### src/rtl/ddram_arb_pkg.sv
// Shared types for the DDR3 ROM/save-store arbiter.
package ddram_arb_pkg;
  localparam int ADDR_W = 24;
  localparam int DATA_W = 16;

  typedef enum logic [1:0] {SYNC, IDLE, WR, RD} state_t;
  typedef enum logic [1:0] {P_DL, P_ROM, P_SV} port_t;
endpackage

### src/rtl/ddram_arb_pick.sv
// Combinational grant selector: dl first, then rom/sv round-robin.
// The sv leg only exists when DDRAM_SAVE_PORT_EN is defined.
module ddram_arb_pick
  import ddram_arb_pkg::*;
(
  input  logic       dl_pend,
  input  logic       rom_pend,
  input  logic       sv_pend,
  input  logic       dl_active,
  input  logic       last_sv,
  output logic       valid,
  output logic [1:0] port
);
  logic rom_ok;

  always_comb begin
    rom_ok = rom_pend & ~dl_active;
    valid  = 1'b1;
    port   = P_DL;
`ifdef DDRAM_SAVE_PORT_EN
    if (dl_pend)                port = P_DL;
    else if (rom_ok && sv_pend) port = last_sv ? P_ROM : P_SV;
    else if (rom_ok)            port = P_ROM;
    else if (sv_pend)           port = P_SV;
    else                        valid = 1'b0;
`else
    if (dl_pend)     port = P_DL;
    else if (rom_ok) port = P_ROM;
    else             valid = 1'b0;
`endif
  end

`ifndef DDRAM_SAVE_PORT_EN
  logic unused_sv;
  assign unused_sv = sv_pend ^ last_sv;
`endif
endmodule

### src/rtl/ddram_arbiter.sv
// Single-outstanding scheduler between ddram toggle ports and dl/rom/sv requesters.
// Save port and round-robin are built only when DDRAM_SAVE_PORT_EN is defined.
module ddram_arbiter
  import ddram_arb_pkg::*;
#(
  parameter logic [7:0] SAVE_BASE   = 8'hF8,
  parameter int         SYNC_CYCLES = 64
)(
  input  logic              MCLK,
  input  logic              RESET_N,
  input  logic              dl_active,
  input  logic [ADDR_W-1:0] dl_addr,
  input  logic [DATA_W-1:0] dl_din,
  input  logic              dl_req,
  output logic              dl_ack,
  input  logic [ADDR_W-1:0] rom_addr,
  input  logic              rom_req,
  output logic              rom_ack,
  output logic [DATA_W-1:0] rom_dout,
  input  logic [15:0]       sv_addr,
  input  logic [DATA_W-1:0] sv_din,
  input  logic              sv_we,
  input  logic              sv_req,
  output logic              sv_ack,
  output logic [DATA_W-1:0] sv_dout,
  output logic [ADDR_W-1:0] mem_wraddr,
  output logic [DATA_W-1:0] mem_din,
  output logic              mem_we_req,
  input  logic              mem_we_ack,
  output logic [ADDR_W-1:0] mem_rdaddr,
  output logic              mem_rd_req,
  input  logic              mem_rd_ack,
  input  logic [DATA_W-1:0] mem_dout
);
  localparam int CNT_W = $clog2(SYNC_CYCLES + 1);

  state_t           state;
  port_t            gnt;
  logic [CNT_W-1:0] cnt;
  logic             pick_vld;
  logic [1:0]       pick_id;
  logic             sv_pend;
  logic             last_sv_q;

`ifdef DDRAM_SAVE_PORT_EN
  logic              last_sv;
  logic              sv_ack_r;
  logic [DATA_W-1:0] sv_dout_r;
  assign sv_pend   = sv_req != sv_ack_r;
  assign last_sv_q = last_sv;
  assign sv_ack    = sv_ack_r;
  assign sv_dout   = sv_dout_r;
`else
  logic unused_sv;
  assign unused_sv = ^{SAVE_BASE, sv_addr, sv_din, sv_we, sv_req};
  assign sv_pend   = 1'b0;
  assign last_sv_q = 1'b0;
  assign sv_ack    = 1'b0;
  assign sv_dout   = '0;
`endif

  ddram_arb_pick u_pick (
    .dl_pend  (dl_req != dl_ack),
    .rom_pend (rom_req != rom_ack),
    .sv_pend  (sv_pend),
    .dl_active(dl_active),
    .last_sv  (last_sv_q),
    .valid    (pick_vld),
    .port     (pick_id)
  );

  always_ff @(posedge MCLK or negedge RESET_N) begin
    if (!RESET_N) begin
      state      <= SYNC;
      cnt        <= '0;
      gnt        <= P_DL;
      dl_ack     <= 1'b0;
      rom_ack    <= 1'b0;
      rom_dout   <= '0;
      mem_wraddr <= '0;
      mem_rdaddr <= '0;
      mem_din    <= '0;
      mem_we_req <= 1'b0;
      mem_rd_req <= 1'b0;
`ifdef DDRAM_SAVE_PORT_EN
      last_sv    <= 1'b0;
      sv_ack_r   <= 1'b0;
      sv_dout_r  <= '0;
`endif
    end else begin
      case (state)
        // Shadow downstream acks so a transaction cut short by reset is absorbed.
        SYNC: begin
          mem_we_req <= mem_we_ack;
          mem_rd_req <= mem_rd_ack;
          cnt        <= cnt + 1'b1;
          if (cnt == CNT_W'(SYNC_CYCLES - 1)) state <= IDLE;
        end
        IDLE: if (pick_vld) begin
          gnt <= port_t'(pick_id);
          case (port_t'(pick_id))
            P_DL: begin
              mem_wraddr <= dl_addr;
              mem_din    <= dl_din;
              mem_we_req <= ~mem_we_req;
              state      <= WR;
            end
            P_ROM: begin
              mem_rdaddr <= rom_addr;
              mem_rd_req <= ~mem_rd_req;
              state      <= RD;
`ifdef DDRAM_SAVE_PORT_EN
              last_sv    <= 1'b0;
`endif
            end
`ifdef DDRAM_SAVE_PORT_EN
            P_SV: begin
              last_sv <= 1'b1;
              if (sv_we) begin
                mem_wraddr <= {SAVE_BASE, sv_addr};
                mem_din    <= sv_din;
                mem_we_req <= ~mem_we_req;
                state      <= WR;
              end else begin
                mem_rdaddr <= {SAVE_BASE, sv_addr};
                mem_rd_req <= ~mem_rd_req;
                state      <= RD;
              end
            end
`endif
            default: ;
          endcase
        end
        WR: if (mem_we_ack == mem_we_req) begin
          case (gnt)
            P_DL: dl_ack <= ~dl_ack;
`ifdef DDRAM_SAVE_PORT_EN
            P_SV: sv_ack_r <= ~sv_ack_r;
`endif
            default: ;
          endcase
          state <= IDLE;
        end
        RD: if (mem_rd_ack == mem_rd_req) begin
          case (gnt)
            P_ROM: begin
              rom_dout <= mem_dout;
              rom_ack  <= ~rom_ack;
            end
`ifdef DDRAM_SAVE_PORT_EN
            P_SV: begin
              sv_dout_r <= mem_dout;
              sv_ack_r  <= ~sv_ack_r;
            end
`endif
            default: ;
          endcase
          state <= IDLE;
        end
        default: state <= SYNC;
      endcase
    end
  end
endmodule

### config.mk
export PLATFORM = sky130hd
export DESIGN_NAME = ddram_arbiter
export DESIGN_NICKNAME = d
export VERILOG_FILES = /design/src/rtl/ddram_arb_pkg.sv /design/src/rtl/ddram_arb_pick.sv /design/src/rtl/ddram_arbiter.sv
export SDC_FILE = /design/constraint.sdc
export NUM_CORES = 1
export LEC_CHECK = 0
export CORE_MARGIN = 4
export CORE_UTILIZATION = 36
export CTS_BUF_LIST = sky130_fd_sc_hd__clkbuf_2 sky130_fd_sc_hd__clkbuf_4 sky130_fd_sc_hd__clkbuf_8
export DETAILED_ROUTE_END_ITERATION = 10
export GPL_TIMING_DRIVEN = 0
export PLACE_DENSITY = 0.9
export SETUP_SLACK_MARGIN = 0.1
export SLEW_MARGIN = 20
export SYNTH_ARGS = -nofsm -noshare
export SYNTH_HDL_FRONTEND = slang
export SYNTH_SLANG_ARGS = --single-unit
### constraint.sdc
create_clock -name MCLK -period 1.5 [get_ports MCLK]
set_input_delay 0.375 -clock MCLK [delete_from_list [all_inputs] [get_ports MCLK]]
set_output_delay 0.375 -clock MCLK [all_outputs]
set_load 0.02 [all_outputs]
==> results of run 1 <==
power by group:
group	leakage, nW	internal [mW]	switching [mW]
Sequential	1.13	3.81	0.744
Combinational	1.86	4.25	3.69
Clock	0.0866	0.806	0.879
Total	3.08	8.86	5.31
sequential cells by signal (all words and copies together) (netlist names), 2 cells and up:
register and cells:
mem_din 16, mem_rdaddr 24, cnt 7, state 2, rom_dout 16, mem_wraddr 24
critical path: stages (launching register included):
cell,delay [ps]
dfrtp_2,440
xor2_2,180
or3_4,380
nor2_8,160
buf_12,170
mux2_4,310
what timing repair did:
| action | CTS | global route |
|---|---|---|
| cloned | 1 | 5 |
| endpoints found under the setup margin | 173 | 129 |
| resized for setup | 332 | 102 |
| pin swaps | 4 | 8 |
| setup buffers | 16 | 8 |
| hold buffers | 0 | 0 |
worst paths after layout:
kind                            slack (ps)              to    start
worst max-delay path                  -260  mem_rdaddr[20]   dl_ack
worst min-delay path                     5  mem_rdaddr[19]  RESET_N
worst max register to register        -260  mem_rdaddr[20]   dl_ack
worst min register to register         480          cnt[5]   cnt[5]
max in group asynchronous              830      mem_rd_req  RESET_N
min in group MCLK                      480          cnt[5]   cnt[5]
per-layer routing:
metal,GRT usage [%],wire length (um)
met4,5.048,202
met2,28.53,5663
met1,18.78,4457
met3,5.283,757
met5,0,0
area by class of cell:
cell class              instances  area (um^2)
plain buffers                  25        260.3
clock buffers                  10        137.6
clock inverters                 5        60.06
fillers                       807         4003
inverters                       1        3.754
multi-input cells             145         1737
flip-flops and latches         94         2356
well taps                     136        170.2
repair buffers                200         1735
layout by cell type (no fill, tap or decap), types with 2 or more instances in the layout:
master           count
dfrtp_1             91
nor2_4               3
buf_6               12
nand4_1              2
mux2_4              80
buf_4               29
clkbuf_8            10
buf_12               9
buf_8                3
clkbuf_16            5
xor2_1               5
buf_2               79
conb_1              17
clkdlybuf4s15_2      2
xnor2_1              4
clkdlybuf4s50_1     82
xnor2_2              2
nand2_1              6
o21ai_1              2
clkinvlp_4           4
dlygate4sd2_1        3
dfrtp_2              3
kinds of logic (layout without fill, tap and decap cells):
kind of cell | after synthesis | after routing | synth area share (%)
AOI/OAI and AO/OA | 11 | 11 | 1.828
xor gates and xnor gates | 13 | 13 | 2.918
adders and majority gates | 1 | 1 | 0.3206
buffers and inverters | 26 | 241 | 5.803
DFF | 94 | 94 | 60.28
muxes | 81 | 81 | 25.20
other | 1 | 17 | 0.09609
and+or+nand+nor | 22 | 22 | 3.559
through the flow:
| stage | utilization (%) | cells |
|---|---|---|
| 6_report | 61.74 | 616 |
| 5_1_grt | 61.74 | 616 |
| 4_1_cts | 59.97 | 604 |
| 3_5_place_dp | 56.53 | 572 |
| 3_3_place_gp | 56.29 | 571 |
| 2_1_floorplan | - | 265 |
==> results_dict.tcl, run 1 <==
set metrics [dict create \
    ys_seq_elements 94 \
    setup_violations 73 \
    syn_to_final_growth_pct 65.53 \
    hold_path_class "primary input to asynchronous set/reset pin" \
    nets 598 \
    whs_ps 4.708 \
    track_usage_pct 16.22 \
    slew_headroom_pct 61.64 \
    clkSlewWorstSetupHoldPaths_ps 90 \
    routed_wl_um 11080 \
    wl_per_cell_um 17.99 \
    dpl_cell_area_um2 5914 \
    netlist_instances 249 \
    post-synth-top-count-cell "dfrtp_1" \
    outcome "finished, violations left" \
    clock_tree.root_cell "clkbuf_8" \
    first_iter_violations 120 \
    startpoint_type "flip-flop" \
    grt_max_degree 53 \
    final_cell_area_um2 6460 \
    grt_pass1_vias 3038 \
    preCtsSetupSlack_ps -718.2 \
    critPathCaptureType "flip-flop" \
    clk_latency_ps 350 \
    synth.distinct_cells 34 \
    ys_async_sr_fraction_pct 100.0 \
    core_um2 10460 \
    synth_commonest_cells "94 x dfrtp_1, 59 x mux2_2, 19 x mux2_4, 17 x buf_4" \
    die_h_um 112.1 \
    drv_slew 0 \
    final_hold_viol_count 0 \
    cts_tree "done" \
    rsz0062_at_grt "true" \
    grt-ovfl-total 0 \
    first_pass_iters 5 \
    route.detailed.drc 0 \
    ant_nets 0 \
    totalPowerFinal_mw 14.17 \
    max-cap-violations 0 \
    yosys_warnings 0 \
    antenna_cells 0 \
    period_share_pct 117.5 \
    fin_ws_ps -261.9 \
    r2r_cells 5 \
    violations "negative setup slack" \
    vias 2822 \
    port_buffers 170 \
    cts_buffer_depth 2 \
    h-tree-depth 3 \
    yosys-top-cells-area "dfrtp_1 60%, mux2_2 17%, mux2_4 7.3%, buf_4 3.3%, xnor2_1 1.6%" \
    cts.sinks 94 \
    grt_pass1_wl_um 16240 \
    fmax_mhz 567.6 \
    final.setup.tns_ps -14340 \
    period_minus_slack_ps 1762 \
    std_cell_rows 37 \
    syn_area_per_cell_um2 15.67 \
    dpl.hpwl_um 7249 \
    worst_slew_pin_slew_ps 575.4 \
    cts_made_buffers 9 \
    leakagePower_nw 3.077 \
    netlist_area_um2 3902 \
    grt_antenna_before_repair 0 \
    ios 222 \
    die_area_um2 12570 \
    critPathRequiredTime_ps 1740 \
    p_per_area_nw_per_um2 2194 \
    viasPerCell 4.581 \
    arrival_ps 2000 \
    yosysTopAreaCellShare_pct 60.28 \
    synth_area_leader_cell "dfrtp_1" \
    dominantRegCellSynth "dfrtp_1" \
    ir_drop_mv 0.8635 \
    crit_path_max_fanout 10 \
    initial_core_util_pct 37.30 \
    critical_path_class "flip-flop to flip-flop" \
    drive_above_1_share_pct 53.33 \
    synth-edff-count 0 \
    fp.dieW_um 112.1 \
    skew_ps 9.924 \
    seq_area_frac_synth_pct 60.28 \
    finalWeightedCongestion 0.8087 \
]
(Power assumes the default switching activity.)
==> run 2, diff against run 1 <==
- CORE_ASPECT_RATIO: unset -> 0.6
- SLEW_MARGIN: 20 -> unset
==> results_dict.tcl, run 2 (same netlist as run 1, synthesis figures left out) <==
set metrics [dict create \
    power_frac_clock_pct 12.4 \
    routed_wl_um 9997 \
    critPathRequiredTime_ps 1740 \
    ant_nets 0 \
    finalNonFillerCells 613 \
    max-cap-violations 0 \
    grt_pass1_vias 2933 \
    totalPowerFinal_mw 12.44 \
    slowest_stage "clkdlybuf4s50_1" \
    period_share_pct 121.5 \
    clock_tree.root_cell "clkbuf_8" \
    period_minus_slack_ps 1822 \
    p_int_mw 7.609 \
    setup.worst_path.start "rom_req" \
    arrival_ps 2060 \
    core_um2 10560 \
    drive_above_1_share_pct 50.00 \
    finalWeightedCongestion 0.8331 \
    drv_slew 0 \
    mostFrequentLayoutCell "dfrtp_1" \
    pwr-share-comb_pct 51.0 \
    slew_headroom_pct 64.97 \
    viasPerCell 4.458 \
    port_buffers 170 \
    setup_violations 66 \
    r2r_slack_ps -280 \
    r2r_cells 5 \
    hold_path_class "primary input to flip-flop" \
    final_cell_area_um2 5981 \
    cts_buffer_depth 2 \
    r2r_start "dl_ack" \
    leakagePower_nw 2.817 \
    clkSlewWorstSetupHoldPaths_ps 90 \
    critical_path_class "primary input to flip-flop" \
    clk_latency_ps 360 \
    grt-ovfl-total 0 \
    initial_core_util_pct 36.96 \
    ios 222 \
    wl_per_cell_um 16.31 \
    p_per_area_nw_per_um2 2081 \
    route.detailed.drc 0 \
    cp-endpoint "mem_rdaddr[23]" \
    die_area_um2 12630 \
    fin_ws_ps -322.0 \
    rsz0062_at_grt "true" \
    syn_to_final_growth_pct 53.25 \
    nets 591 \
    r2r_end "mem_rdaddr[23]" \
    antenna_cells 0 \
    cts_made_buffers 9 \
    cts_tree "done" \
    track_usage_pct 15.68 \
    first_iter_violations 63 \
    worst_slew_pin_slew_ps 521.8 \
    h-tree-depth 3 \
    grt_antenna_before_repair 0 \
    first_pass_iters 4 \
    dpl_cell_area_um2 5918 \
    pwr-share-seq_pct 36.6 \
    reg_top3 "mem_rdaddr: 24 flops, mem_wraddr: 24 flops" \
    grt_pass1_wl_um 15380 \
    fmax_mhz 548.8 \
    grt_max_degree 58 \
    fp.dieW_um 142.4 \
    std_cell_rows 29 \
    final_cell_mix "90 x dfrtp_1, 84 x clkdlybuf4s50_1, 80 x buf_2, 42 x mux2_2, 36 x mux2_4" \
    critPathCaptureType "flip-flop" \
    final_hold_viol_count 0 \
    dpl.cell_count 575 \
    cts.sinks 94 \
    startpoint_type "primary input" \
    vias 2733 \
    cp_slowest_stage_delay_ps 450 \
    die_h_um 88.65 \
    path_cells "clkdlybuf4s50_1, xnor2_2, or3_4, nor2_8, buf_12, mux2_4" \
    crit_path_max_fanout 10 \
    ir_drop_mv 1.133 \
    outcome "finished, violations left" \
    skew_ps 10.31 \
    violations "negative setup slack" \
    power.switching_mw 4.836 \
    dpl.hpwl_um 7429 \
    switching_share_pct 38.86 \
]
[run 2: worst min-delay path by stage]
stage                           from       endpoint  slack, ps  cells after the start
after floorplan              RESET_N         cnt[0]         80                      0
after global placement        cnt[6]         cnt[6]        450                      1
after detailed placement     RESET_N  mem_wraddr[1]        370                      1
after CTS                 mem_rd_ack     mem_rd_req        410                      2
after global routing      mem_rd_ack     mem_rd_req        430                      2
final                     mem_rd_ack     mem_rd_req        430                      2
[run 2: power groups by stage]
stage | Sequential (mW) | Clock [mW] | Combinational (mW)
floorplan | 5.92 | 0 | 2.47
global placement | 4.56 | 0 | 6.78
detailed placement | 4.64 | 0 | 6.95
CTS | 4.57 | 1.62 | 6.52
global route | 4.72 | 1.74 | 6.79
finish | 4.56 | 1.54 | 6.35
[run 2: critical path: cells and delay by family]
kind | cells | cell delay [ps]
simple gates | 2 | 580
buf+inv | 2 | 620
mux | 1 | 310
xor+xnor | 1 | 170
[run 2: area by class of cell]
cell class / count / area (um^2)
clock buffers: 10 / 137.6
multi-input cells: 145 / 1470
flip-flops and latches: 94 / 2357
well taps: 139 / 173.9
inverters: 1 / 3.754
repair buffers: 193 / 1556
fillers: 895 / 4578
plain buffers: 25 / 235.2
clock inverters: 6 / 46.29
[run 2: metal layers]
metal,up-vias,GRT usage [%],share of wire [%]
met1,1324,18.56,41
met3,18,6.210,8.8
met2,113,26.62,48
li1,1278,-,-
met4,0,5.091,2.1
met5,-,0,0
[run 2: stage by stage]
step	setup TNS, ps	setup WS (ps)	utilization [%]	hold slack (ps)
after floorplan	-5622	-248.1	-	79.41
after global placement	-350540	-3582	55.81	450.6
after detailed placement	-46490	-700.7	56.05	368.8
after CTS	-11760	-292.7	57.61	406.3
after global routing	-15920	-325.8	56.64	427.5
final	-12570	-322.0	56.64	432.0
[run 2: repair_timing]
item | CTS | global route
pin swaps | 3 | 2
hold buffers | 1 | 0
endpoints found under the setup margin | 174 | 119
hold endpoints to repair | 37 | 0
gates cloned | 2 | 0
setup buffers | 13 | 6
gates resized for setup | 332 | 36
